--- src/rtl/decoder_scan_active_low.sv ---
// ============================================================================
// Module  : decoder_scan_active_low
// Brief   : Registered active-low one-hot decoder, direct or auto-scan,
//           with break-before-make blanking between selects.
// Revision: 1.0
// ============================================================================
`default_nettype none

module decoder_scan_active_low #(
    parameter int SEL_W        = 3,
    parameter int DWELL_W      = 16,
    parameter int BLANK_CYCLES = 2
) (
    input  logic                 clk,
    input  logic                 rst,
    input  logic                 enable_n,
    input  logic                 mode,
    input  logic [SEL_W-1:0]     x,
    input  logic [DWELL_W-1:0]   dwell,
    input  logic [SEL_W-1:0]     last,
    output logic [2**SEL_W-1:0]  y,
    output logic [SEL_W-1:0]     sel_idx,
    output logic                 active,
    output logic                 frame_pulse
);

    localparam int N = 2**SEL_W;
    // A zero-cycle blank never reaches S_BLANK, but the counter still needs one bit.
    localparam int c_bcnt_w = (BLANK_CYCLES > 0) ? $clog2(BLANK_CYCLES + 1) : 1;
    localparam logic [c_bcnt_w-1:0] c_bcnt_last =
        c_bcnt_w'((BLANK_CYCLES > 0) ? BLANK_CYCLES - 1 : 0);

    typedef enum logic [1:0] {
        S_IDLE   = 2'd0,
        S_ACTIVE = 2'd1,
        S_BLANK  = 2'd2
    } state_t;

    state_t                state_q, state_d;
    logic [SEL_W-1:0]      sel_idx_q, sel_idx_d;
    logic [N-1:0]          y_q, y_d;
    logic                  active_q, active_d;
    logic                  frame_pulse_q, frame_pulse_d;
    logic [DWELL_W-1:0]    cnt_q, cnt_d;
    logic [DWELL_W-1:0]    dwell_q, dwell_d;
    logic                  mode_ent_q, mode_ent_d;
    logic [c_bcnt_w-1:0]   bcnt_q, bcnt_d;

    logic [SEL_W-1:0]      w_scan_nxt;
    logic [SEL_W-1:0]      w_nxt;
    logic                  w_enter;
    logic [SEL_W-1:0]      w_enter_idx;
    logic                  w_leave;
    logic [N-1:0]          w_onehot;

    always_comb begin
        state_d       = state_q;
        sel_idx_d     = sel_idx_q;
        cnt_d         = cnt_q;
        dwell_d       = dwell_q;
        mode_ent_d    = mode_ent_q;
        bcnt_d        = bcnt_q;
        frame_pulse_d = 1'b0;
        w_enter       = 1'b0;
        w_leave       = 1'b0;

        // >= rather than == so a lowered 'last' wraps instead of running to N-1.
        w_scan_nxt  = (sel_idx_q >= last) ? '0 : sel_idx_q + SEL_W'(1);
        w_nxt       = mode ? w_scan_nxt : x;
        w_enter_idx = w_nxt;

        if (enable_n) begin
            state_d   = S_IDLE;
            sel_idx_d = '0;
            cnt_d     = '0;
            bcnt_d    = '0;
        end else begin
            case (state_q)
                S_IDLE: begin
                    w_enter     = 1'b1;
                    w_enter_idx = mode ? '0 : x;
                end
                S_ACTIVE: begin
                    w_leave = (mode != mode_ent_q) ||
                              (mode_ent_q ? (cnt_q == dwell_q) : (x != sel_idx_q));
                    if (w_leave) begin
                        if (BLANK_CYCLES > 0) begin
                            state_d = S_BLANK;
                            bcnt_d  = '0;
                        end else begin
                            w_enter = 1'b1;
                        end
                    end else if (mode_ent_q) begin
                        cnt_d = cnt_q + DWELL_W'(1);
                    end
                end
                S_BLANK: begin
                    if (bcnt_q == c_bcnt_last) begin
                        w_enter = 1'b1;
                    end else begin
                        bcnt_d = bcnt_q + c_bcnt_w'(1);
                    end
                end
                default: state_d = S_IDLE;
            endcase
        end

        if (w_enter) begin
            state_d       = S_ACTIVE;
            sel_idx_d     = w_enter_idx;
            cnt_d         = '0;
            dwell_d       = dwell;
            mode_ent_d    = mode;
            frame_pulse_d = mode && (w_enter_idx == '0);
        end

        w_onehot = {{(N-1){1'b0}}, 1'b1} << sel_idx_d;
        active_d = (state_d == S_ACTIVE);
        y_d      = active_d ? ~w_onehot : '1;
    end

    always_ff @(posedge clk or posedge rst) begin
        if (rst) begin
            state_q       <= S_IDLE;
            sel_idx_q     <= '0;
            y_q           <= '1;
            active_q      <= 1'b0;
            frame_pulse_q <= 1'b0;
            cnt_q         <= '0;
            dwell_q       <= '0;
            mode_ent_q    <= 1'b0;
            bcnt_q        <= '0;
        end else begin
            state_q       <= state_d;
            sel_idx_q     <= sel_idx_d;
            y_q           <= y_d;
            active_q      <= active_d;
            frame_pulse_q <= frame_pulse_d;
            cnt_q         <= cnt_d;
            dwell_q       <= dwell_d;
            mode_ent_q    <= mode_ent_d;
            bcnt_q        <= bcnt_d;
        end
    end

    assign y           = y_q;
    assign sel_idx     = sel_idx_q;
    assign active      = active_q;
    assign frame_pulse = frame_pulse_q;

endmodule

`default_nettype wire
--- config.mk ---
export PLATFORM = sky130hd
export DESIGN_NAME = decoder_scan_active_low
export DESIGN_NICKNAME = d
export VERILOG_FILES = /design/src/rtl/decoder_scan_active_low.sv
export SDC_FILE = /design/constraint.sdc
export NUM_CORES = 1
export LEC_CHECK = 0
export ABC_AREA = 1
export BUFFER_PORTS_ARGS = -buffer_cell sky130_fd_sc_hd__buf_4
export CORE_MARGIN = 2
export CORE_UTILIZATION = 55
export DETAILED_ROUTE_END_ITERATION = 10
export HOLD_SLACK_MARGIN = 0.05
export PLACE_DENSITY = 0.77
export SYNTH_ARGS = -nofsm -noshare
export SYNTH_HDL_FRONTEND = slang
export SYNTH_SLANG_ARGS = --single-unit
--- constraint.sdc ---
create_clock -name clk -period 2.46 [get_ports clk]
set_input_delay 0.246 -clock clk [delete_from_list [all_inputs] [get_ports clk]]
set_output_delay 0.246 -clock clk [all_outputs]
set_load 0.03 [all_outputs]
==> results of run 1 <==
-- cells in the mapped netlist (all sizes together) --
master / instances / share of area
nor4: 3 / 0.0063
a21oi: 5 / 0.0084
nor3: 16 / 0.027
dfstp: 8 / 0.071
o211ai: 1 / 0.0025
nand4: 8 / 0.017
nand3: 34 / 0.057
o21ai: 23 / 0.039
ha: 6 / 0.025
o22ai: 1 / 0.0021
dlygate4sd1: 1 / 0.0029
and2: 1 / 0.0021
nor2: 41 / 0.053
dfrtp: 42 / 0.35
nand2: 157 / 0.21
inv: 57 / 0.072
clkbuf: 4 / 0.0063
buf: 4 / 0.015
xor2: 8 / 0.024
bufinv: 1 / 0.0059
-- cells by family after synthesis --
kind of cell,synth area share
and+or+nand+nor,0.3729
buffers and inverters,0.1023
DFF,0.4242
AOI/OAI and AO/OA,0.05177
xor gates and xnor gates,0.02357
adders and majority gates,0.02525
-- worst max-delay path: stages, from the launching register on --
cell and delay (ns):
dfrtp_1 0.41, inv_1 0.14, ha_1 0.25, inv_1 0.05, nand2_1 0.04, nand2_1 0.07
and2_1 0.14, nand3_1 0.06, o21ai_0 0.21, nand2_1 0.08, nand2_1 0.16, inv_1 0.11
nor2_1 0.12, nand2_1 0.06
-- state kept, by name, indices dropped and copies added (netlist names) --
| name | count |
|---|---|
| bcnt_q | 2 |
| state_q | 2 |
| sel_idx | 3 |
| y | 8 |
| frame_pulse | 1 |
| mode_ent_q | 1 |
| cnt_q | 16 |
| active | 1 |
| dwell_q | 16 |
-- final cells by class --
class,count,area [um2],share of cell area
clock inverter,3,47.55,0.01387
inverter,58,231.5,0.06754
multi-input combinational,304,1413,0.4122
timing repair buffer,42,317.8,0.09273
clock buffer,5,68.82,0.02008
sequential,50,1261,0.3680
tap,70,87.58,0.02556
-- power by group through the flow --
stage / Combinational [W] / Sequential (W) / Clock (W)
finish: 0.000509 / 0.000966 / 0.000611
global route: 0.000582 / 0.000977 / 0.000655
CTS: 0.000514 / 0.000967 / 0.000627
detailed placement: 0.000512 / 0.000978 / 0
global placement: 0.000497 / 0.000977 / 0
floorplan: 0.000347 / 0.00100 / 0
-- cell usage in the layout, fill, tap and decap left out, drive strengths merged --
cell type	n
a21oi	5
and2	1
buf	41
bufinv	2
clkbuf	5
dfrtp	42
dfstp	8
dlygate4sd3	1
ha	6
inv	59
nand2	157
nand3	34
nand4	8
nor2	41
nor3	16
nor4	3
o211ai	1
o21ai	23
o22ai	1
xor2	8
-- routing by layer --
metal / up-vias / routed length, um / track usage
met5: - / 0 / 0
met4: 0 / 120 / 0.08393
met3: 13 / 392 / 0.05349
met2: 81 / 3167 / 0.3991
met1: 1220 / 2883 / 0.2801
li1: 1397 / - / -
-- worst min path at each step --
stage	start	to	slack (ns)	cells after the start
floorplan	dwell[0]	dwell_q[0]	0.37	2
global route	dwell[4]	dwell_q[4]	0.13	3
global placement	rst	sel_idx[2]	0.21	2
CTS	dwell[4]	dwell_q[4]	0.13	3
finish	dwell[4]	dwell_q[4]	0.14	3
detailed placement	rst	sel_idx[2]	0.21	2
-- through the flow --
stage | instances | setup WS [ns] | area [um2] | hold WS, ns | power, W
6_report | 532 | 0.4871 | 3427 | 0.1351 | 0.002087
4_1_cts | 532 | 0.4744 | 3427 | 0.1328 | 0.002107
3_3_place_gp | 523 | 0.5939 | 3301 | 0.2144 | 0.001474
2_1_floorplan | 421 | 0.5122 | 2973 | 0.3670 | 0.001350
5_1_grt | 532 | 0.2273 | 3427 | 0.1324 | 0.002214
3_5_place_dp | 523 | 0.4954 | 3301 | 0.2103 | 0.001490
==> flow_metrics.py, run 1 <==
metrics = {
    "status": {
        "outcome": "finished clean",
    },
    "power": {
        "cell_internal_pwr_w": 0.001404,
        "power_switching_w": 0.0006828,
        "power.density_cell_area_mw_per_mm2": 608.9,
        "sequential_share_of_power": 0.463,
        "peakVddDrop_uv": 356.7,
        "swShare": 0.3272,
        "clock_power_share": 0.293,
        "combPwrFrac": 0.244,
        "p_leak_nw": 1.723,
    },
    "timing": {
        "finalSetupTns_ns": 0,
        "maxSlewViolCount": 0,
        "max_clock_freq_mhz": 506.9,
        "period_share": 0.8020,
        "fin_crit_ns": 1.973,
        "worst_tran_pin_value_ns": 0.5241,
        "final-setup-viol-count": 0,
        "rsz0062_at_grt": "no",
        "relSlewSlack": 0.6469,
        "final-hold-violation-count": 0,
        "skew_ns": 0.007511,
    },
    "clock_network": {
        "hold_buffers": 1,
        "cts_setup_buffers": 0,
        "cts_made_buffers": 5,
        "clk-insertion-delay-late_ns": 0.31,
        "deepest_clock_path_buffer_count": 2,
        "cts_tree": "built",
        "htree_levels": 2,
        "clkTransAtPathRegs_ns": 0.10,
        "cts_root_buf": "clkbuf_8",
        "clkSinkCount": 50,
        "ctsResizeCount": 0,
    },
    "synthesis": {
        "mappedNetlistNets": 453,
        "yosys.cell_types.count": 25,
        "synth_warnings": 0,
        "synth_sequential_area_ratio": 0.4242,
        "ff_latch_count_synth": 50,
        "cell_area_synth_mm2": 0.002973,
        "syn-instance-count": 421,
        "syn_area_per_cell_um2": 7.061,
    },
    "floorplan": {
        "core_area_mm2": 0.005172,
        "fp.dieArea_mm2": 0.006009,
        "initial_utilization": 0.5747,
        "die_y_um": 77.52,
        "die_w_um": 77.52,
        "rows": 26,
        "design.portCount": 39,
    },
    "worst_setup_path": {
        "crit-reg2reg-launch": "sel_idx[0]",
        "setup.reg_to_reg.worst_slack_ns": 0.49,
        "endpoint": "y[4]",
        "cp.required_ns": 2.71,
        "arrival_ns": 2.22,
        "cp_max_fo": 6,
        "crit_type": "register to register",
        "rr_worst_depth": 13,
        "rr_endpoint": "y[4]",
        "crit_path_start": "sel_idx[0]",
        "timing.critical_path.from_type": "register",
        "setup.worst_path.end_class": "register",
    },
    "cells_and_area": {
        "drive_above_1_share": 0.1688,
        "fill_cell_count": 443,
        "layout.core_utilization": 0.6626,
        "area_growth_syn_to_layout_pct": 15.28,
        "layout.nets": 493,
        "num_antenna_cells": 0,
    },
    "grt": {
        "grt_start_max_net_pins": 43,
        "grtUsageTotal": 0.2304,
        "grt_pass1_wl_um": 11120,
        "grt_pass1_vias": 2535,
        "gr-total-overflow": 0,
        "grt_antenna_before_repair": 0,
    },
    "worst_hold_path": {
        "hold_class": "input pin to register",
    },
    "placement": {
        "number_of_buffers_inserted_by_port_buffering": 38,
        "gp_congestion": 0.8883,
        "place.detailed.hpwl_um": 4843,
    },
    "route": {
        "routed-via-count": 2711,
        "route.final.wire_length_um": 6562,
        "detail_route.first_pass.iterations": 4,
        "antenna_left": 0,
        "first_iter_violations": 243,
        "drcViolationCount": 0,
        "route.detailed.vias_per_inst": 5.096,
        "wire_per_inst_um": 12.33,
    },
    "job": {
        "drv.max_cap_violation_count": 0,
    },
}
Power figures use the tool's default switching activity.
==> run 2, diff against run 1 <==
ABC_AREA = 0   (was 1)
clock period = 1.9 ns   (was 2.46 ns; I/O delays follow)
==> run 2 against run 1 <==
  * The run now ends with negative setup slack left
  * Die area shrank 12%
  * Via count shrank 8.3%
  * Setup slack lost 0.69 ns
  * Register-to-register slack lost 0.69 ns
  * Clock power grew 21%
  * Highest routed layer unchanged
  * Routed wire length grew 13%
==> flow_metrics.py, run 2 <==
metrics = {
    "status": {
        "outcome": "complete, but fails checks",
        "failing_checks": "negative setup slack",
    },
    "synthesis": {
        "synth-xor-area-share": 0.07458,
        "synth_top_family_by_area": "simple AND/OR/NAND/NOR gates",
        "mappedNetlistNets": 310,
        "netlist_top_cells_area": "dfrtp_1 (41%), nand2_1 (11%), dfstp_2 (8.1%)",
        "async_reset_ff_frac": 1.000,
        "ff_latch_count_synth": 50,
        "syn-instance-count": 278,
        "yosys.cell_types.count": 42,
        "yosysTopAreaCell": "dfrtp_1",
        "yosys.area_share.simple": 0.2605,
        "cell_area_synth_mm2": 0.002584,
        "synth_compound_gate_area_share": 0.1123,
        "muxShareOfSynthArea": 0.01162,
        "synth_sequential_area_ratio": 0.4881,
        "synth_warnings": 0,
        "count_leader_synth": "nand2_1",
        "synth_top_flop_cell": "dfrtp_1",
        "syn_area_per_cell_um2": 9.294,
        "number_of_enable_flip_flop_cells_after_synthesis": 0,
        "ys_top_cells_by_count": "nand2_1 (76), dfrtp_1 (42), xor2_1 (18)",
        "synthAdderAreaFrac": 0.02906,
        "synth.top_cell.area_share": 0.4068,
    },
    "clock_network": {
        "cts_tree": "built",
        "cts_root_buf": "clkbuf_8",
        "htree_levels": 2,
        "clkTransAtPathRegs_ns": 0.09,
        "clk-insertion-delay-late_ns": 0.31,
        "cts_made_buffers": 5,
        "deepest_clock_path_buffer_count": 2,
        "clkSinkCount": 50,
    },
    "route": {
        "routed-via-count": 2487,
        "route.final.wire_length_um": 7447,
        "route.detailed.vias_per_inst": 5.964,
        "wire_per_inst_um": 17.86,
        "first_iter_violations": 154,
        "detail_route.first_pass.iterations": 5,
        "antenna_left": 0,
        "drcViolationCount": 0,
    },
    "power": {
        "p_leak_nw": 1.711,
        "peakVddDrop_uv": 575.0,
        "power.density_cell_area_mw_per_mm2": 796.7,
    },
    "cells_and_area": {
        "mostFrequentLayoutCell": "buf_4",
        "layoutNonFillerInstCount": 417,
        "drive_above_1_share": 0.4219,
        "layout.nets": 396,
        "mostFrequentLayoutCells": "buf_4 (79), nand2_1 (73), dfrtp_1 (35)",
        "num_antenna_cells": 0,
        "area_growth_syn_to_layout_pct": 43.54,
        "fill_cell_count": 247,
    },
    "timing": {
        "period_share": 1.106,
        "fin_crit_ns": 2.101,
        "relSlewSlack": 0.6609,
        "worst_tran_pin_value_ns": 0.5079,
        "rsz0062_at_grt": "yes",
        "fin_ws_ns": -0.2014,
        "final-setup-viol-count": 20,
        "max_clock_freq_mhz": 475.9,
        "maxSlewViolCount": 0,
        "skew_ns": 0.008132,
        "final-hold-violation-count": 0,
    },
    "job": {
        "drv.max_cap_violation_count": 0,
    },
    "placement": {
        "gp_congestion": 0.8154,
        "number_of_buffers_inserted_by_port_buffering": 38,
        "detailedPlace.worstSlack_ns": -0.2031,
        "place.detailed.hpwl_um": 4691,
        "placed_cells": 400,
    },
    "floorplan": {
        "die_y_um": 72.54,
        "die_w_um": 72.54,
        "fp.dieArea_mm2": 0.005262,
        "rows": 24,
        "design.portCount": 39,
        "core_area_mm2": 0.004444,
        "initial_utilization": 0.5814,
    },
    "grt": {
        "gr-total-overflow": 0,
        "grt_pass1_wl_um": 10870,
        "grt_antenna_before_repair": 0,
        "grtUsageTotal": 0.2696,
        "grt_pass1_vias": 2206,
        "grt_start_max_net_pins": 24,
    },
    "worst_setup_path": {
        "crit_chain": "inv_2 -> ha_4 -> nand2b_4 -> a21o_1 -> a211o_1 -> buf_4 -> o31ai_4 -> and2_1 -> nand2_1",
        "cp_num_buf_inv": 2,
        "cp_max_fo": 5,
        "critPathSlowestCell": "dfrtp_2",
        "crit_type": "register to register",
        "setup.worst_path.end_class": "register",
        "timing.critical_path.max_delay_family": "compound AO/OA/AOI/OAI gates",
        "arrival_ns": 2.32,
        "max_stage_delay_ns": 0.41,
        "cp.required_ns": 2.12,
        "timing.critical_path.from_type": "register",
    },
    "worst_hold_path": {
        "hold_class": "input pin to register",
    },
}
[run 2: changes by cell type after synthesis, moves of 5 or more]
cell	before	now
o21ai_0	23	10
nand2_2	5	0
nand3_1	34	7
o31ai_1	0	5
a21oi_1	5	15
xor2_1	8	18
nand2b_1	0	5
inv_2	9	0
inv_1	48	8
nand2_1	149	76
or3_1	0	5
nor3_1	16	7
nor2_1	39	7
[run 2: worst register-to-register path: cells and delay by family (launching register included)]
kind | cells | cell delay (ns)
AOI/OAI and AO/OA | 3 | 0.78
adders and majority gates | 1 | 0.18
buffers and inverters | 2 | 0.22
DFF | 1 | 0.41
and+or+nand+nor | 3 | 0.41
[run 2: kinds of logic (layout without fill, tap and decap cells)]
family                     after synthesis  in the layout
AOI/OAI and AO/OA                       45             45
buffers and inverters                   14            100
adders and majority gates                6              6
muxes                                    3              3
xor gates and xnor gates                22             22
and+or+nand+nor                        138            139
DFF                                     50             50
[run 2: repair_timing]
action,in CTS,in global routing
gates resized for setup,15,50
hold endpoints to repair,13,0
hold buffers,1,0
cloned,0,1
setup buffers,2,8
pin swaps,8,28
setup endpoints to repair,16,24
[run 2: path summary, 6_finish.rpt]
path                       slack (ns)  cells past startpoint  startpoint           to
max                             -0.20                      9  sel_idx[0]         y[7]
min                              0.07                      3   dwell[15]  dwell_q[15]
max reg2reg                     -0.20                      9  sel_idx[0]         y[7]
min reg2reg                      0.50                      2  dwell_q[6]   dwell_q[6]
max in group asynchronous        0.90                      4         rst     cnt_q[6]
min in group asynchronous        0.47                      3         rst  frame_pulse
[run 2: stage by stage]
step           TNS (ns)  hold WS, ns  area, um2  power [W]  utilization
2_1_floorplan    -1.198       0.2954       2590   0.001704            -
3_3_place_gp    -0.9082       0.2497       3207   0.001970       0.7216
3_5_place_dp     -1.402       0.2604       3207   0.001999       0.7216
4_1_cts         -0.9397      0.06975       3426   0.002799       0.7708
5_1_grt          -3.748      0.07984       3709   0.003094       0.8345
6_report         -2.110      0.06910       3709   0.002955       0.8345
[run 2: metal layers]
metal  track usage  part of all wire  routed length [um]
met4       0.08230             0.028                 205
met3       0.04028             0.063                 466
met1        0.3797              0.42                3104
met5             0                 0                   0
met2        0.4323              0.49                3670
[run 2: power by group]
| part | switching [W] | total, W | internal [W] |
|---|---|---|---|
| registers | 0.000112 | 0.00130 | 0.00119 |
| clock network | 0.000344 | 0.000738 | 0.000394 |
| logic | 0.000523 | 0.000916 | 0.000392 |
| total | 0.000979 | 0.00295 | 0.00198 |
[run 2: cell type report]
cell class | instances | area [um2] | share of cell area
Clock buffer | 7 | 76.32 | 0.02058
Clock inverter | 1 | 30.03 | 0.008097
Inverter | 8 | 30.03 | 0.008097
Multi-Input combinational cell | 215 | 1580 | 0.4261
Sequential cell | 50 | 1270 | 0.3424
Tap cell | 52 | 65.06 | 0.01754
Timing Repair Buffer | 84 | 656.9 | 0.1771
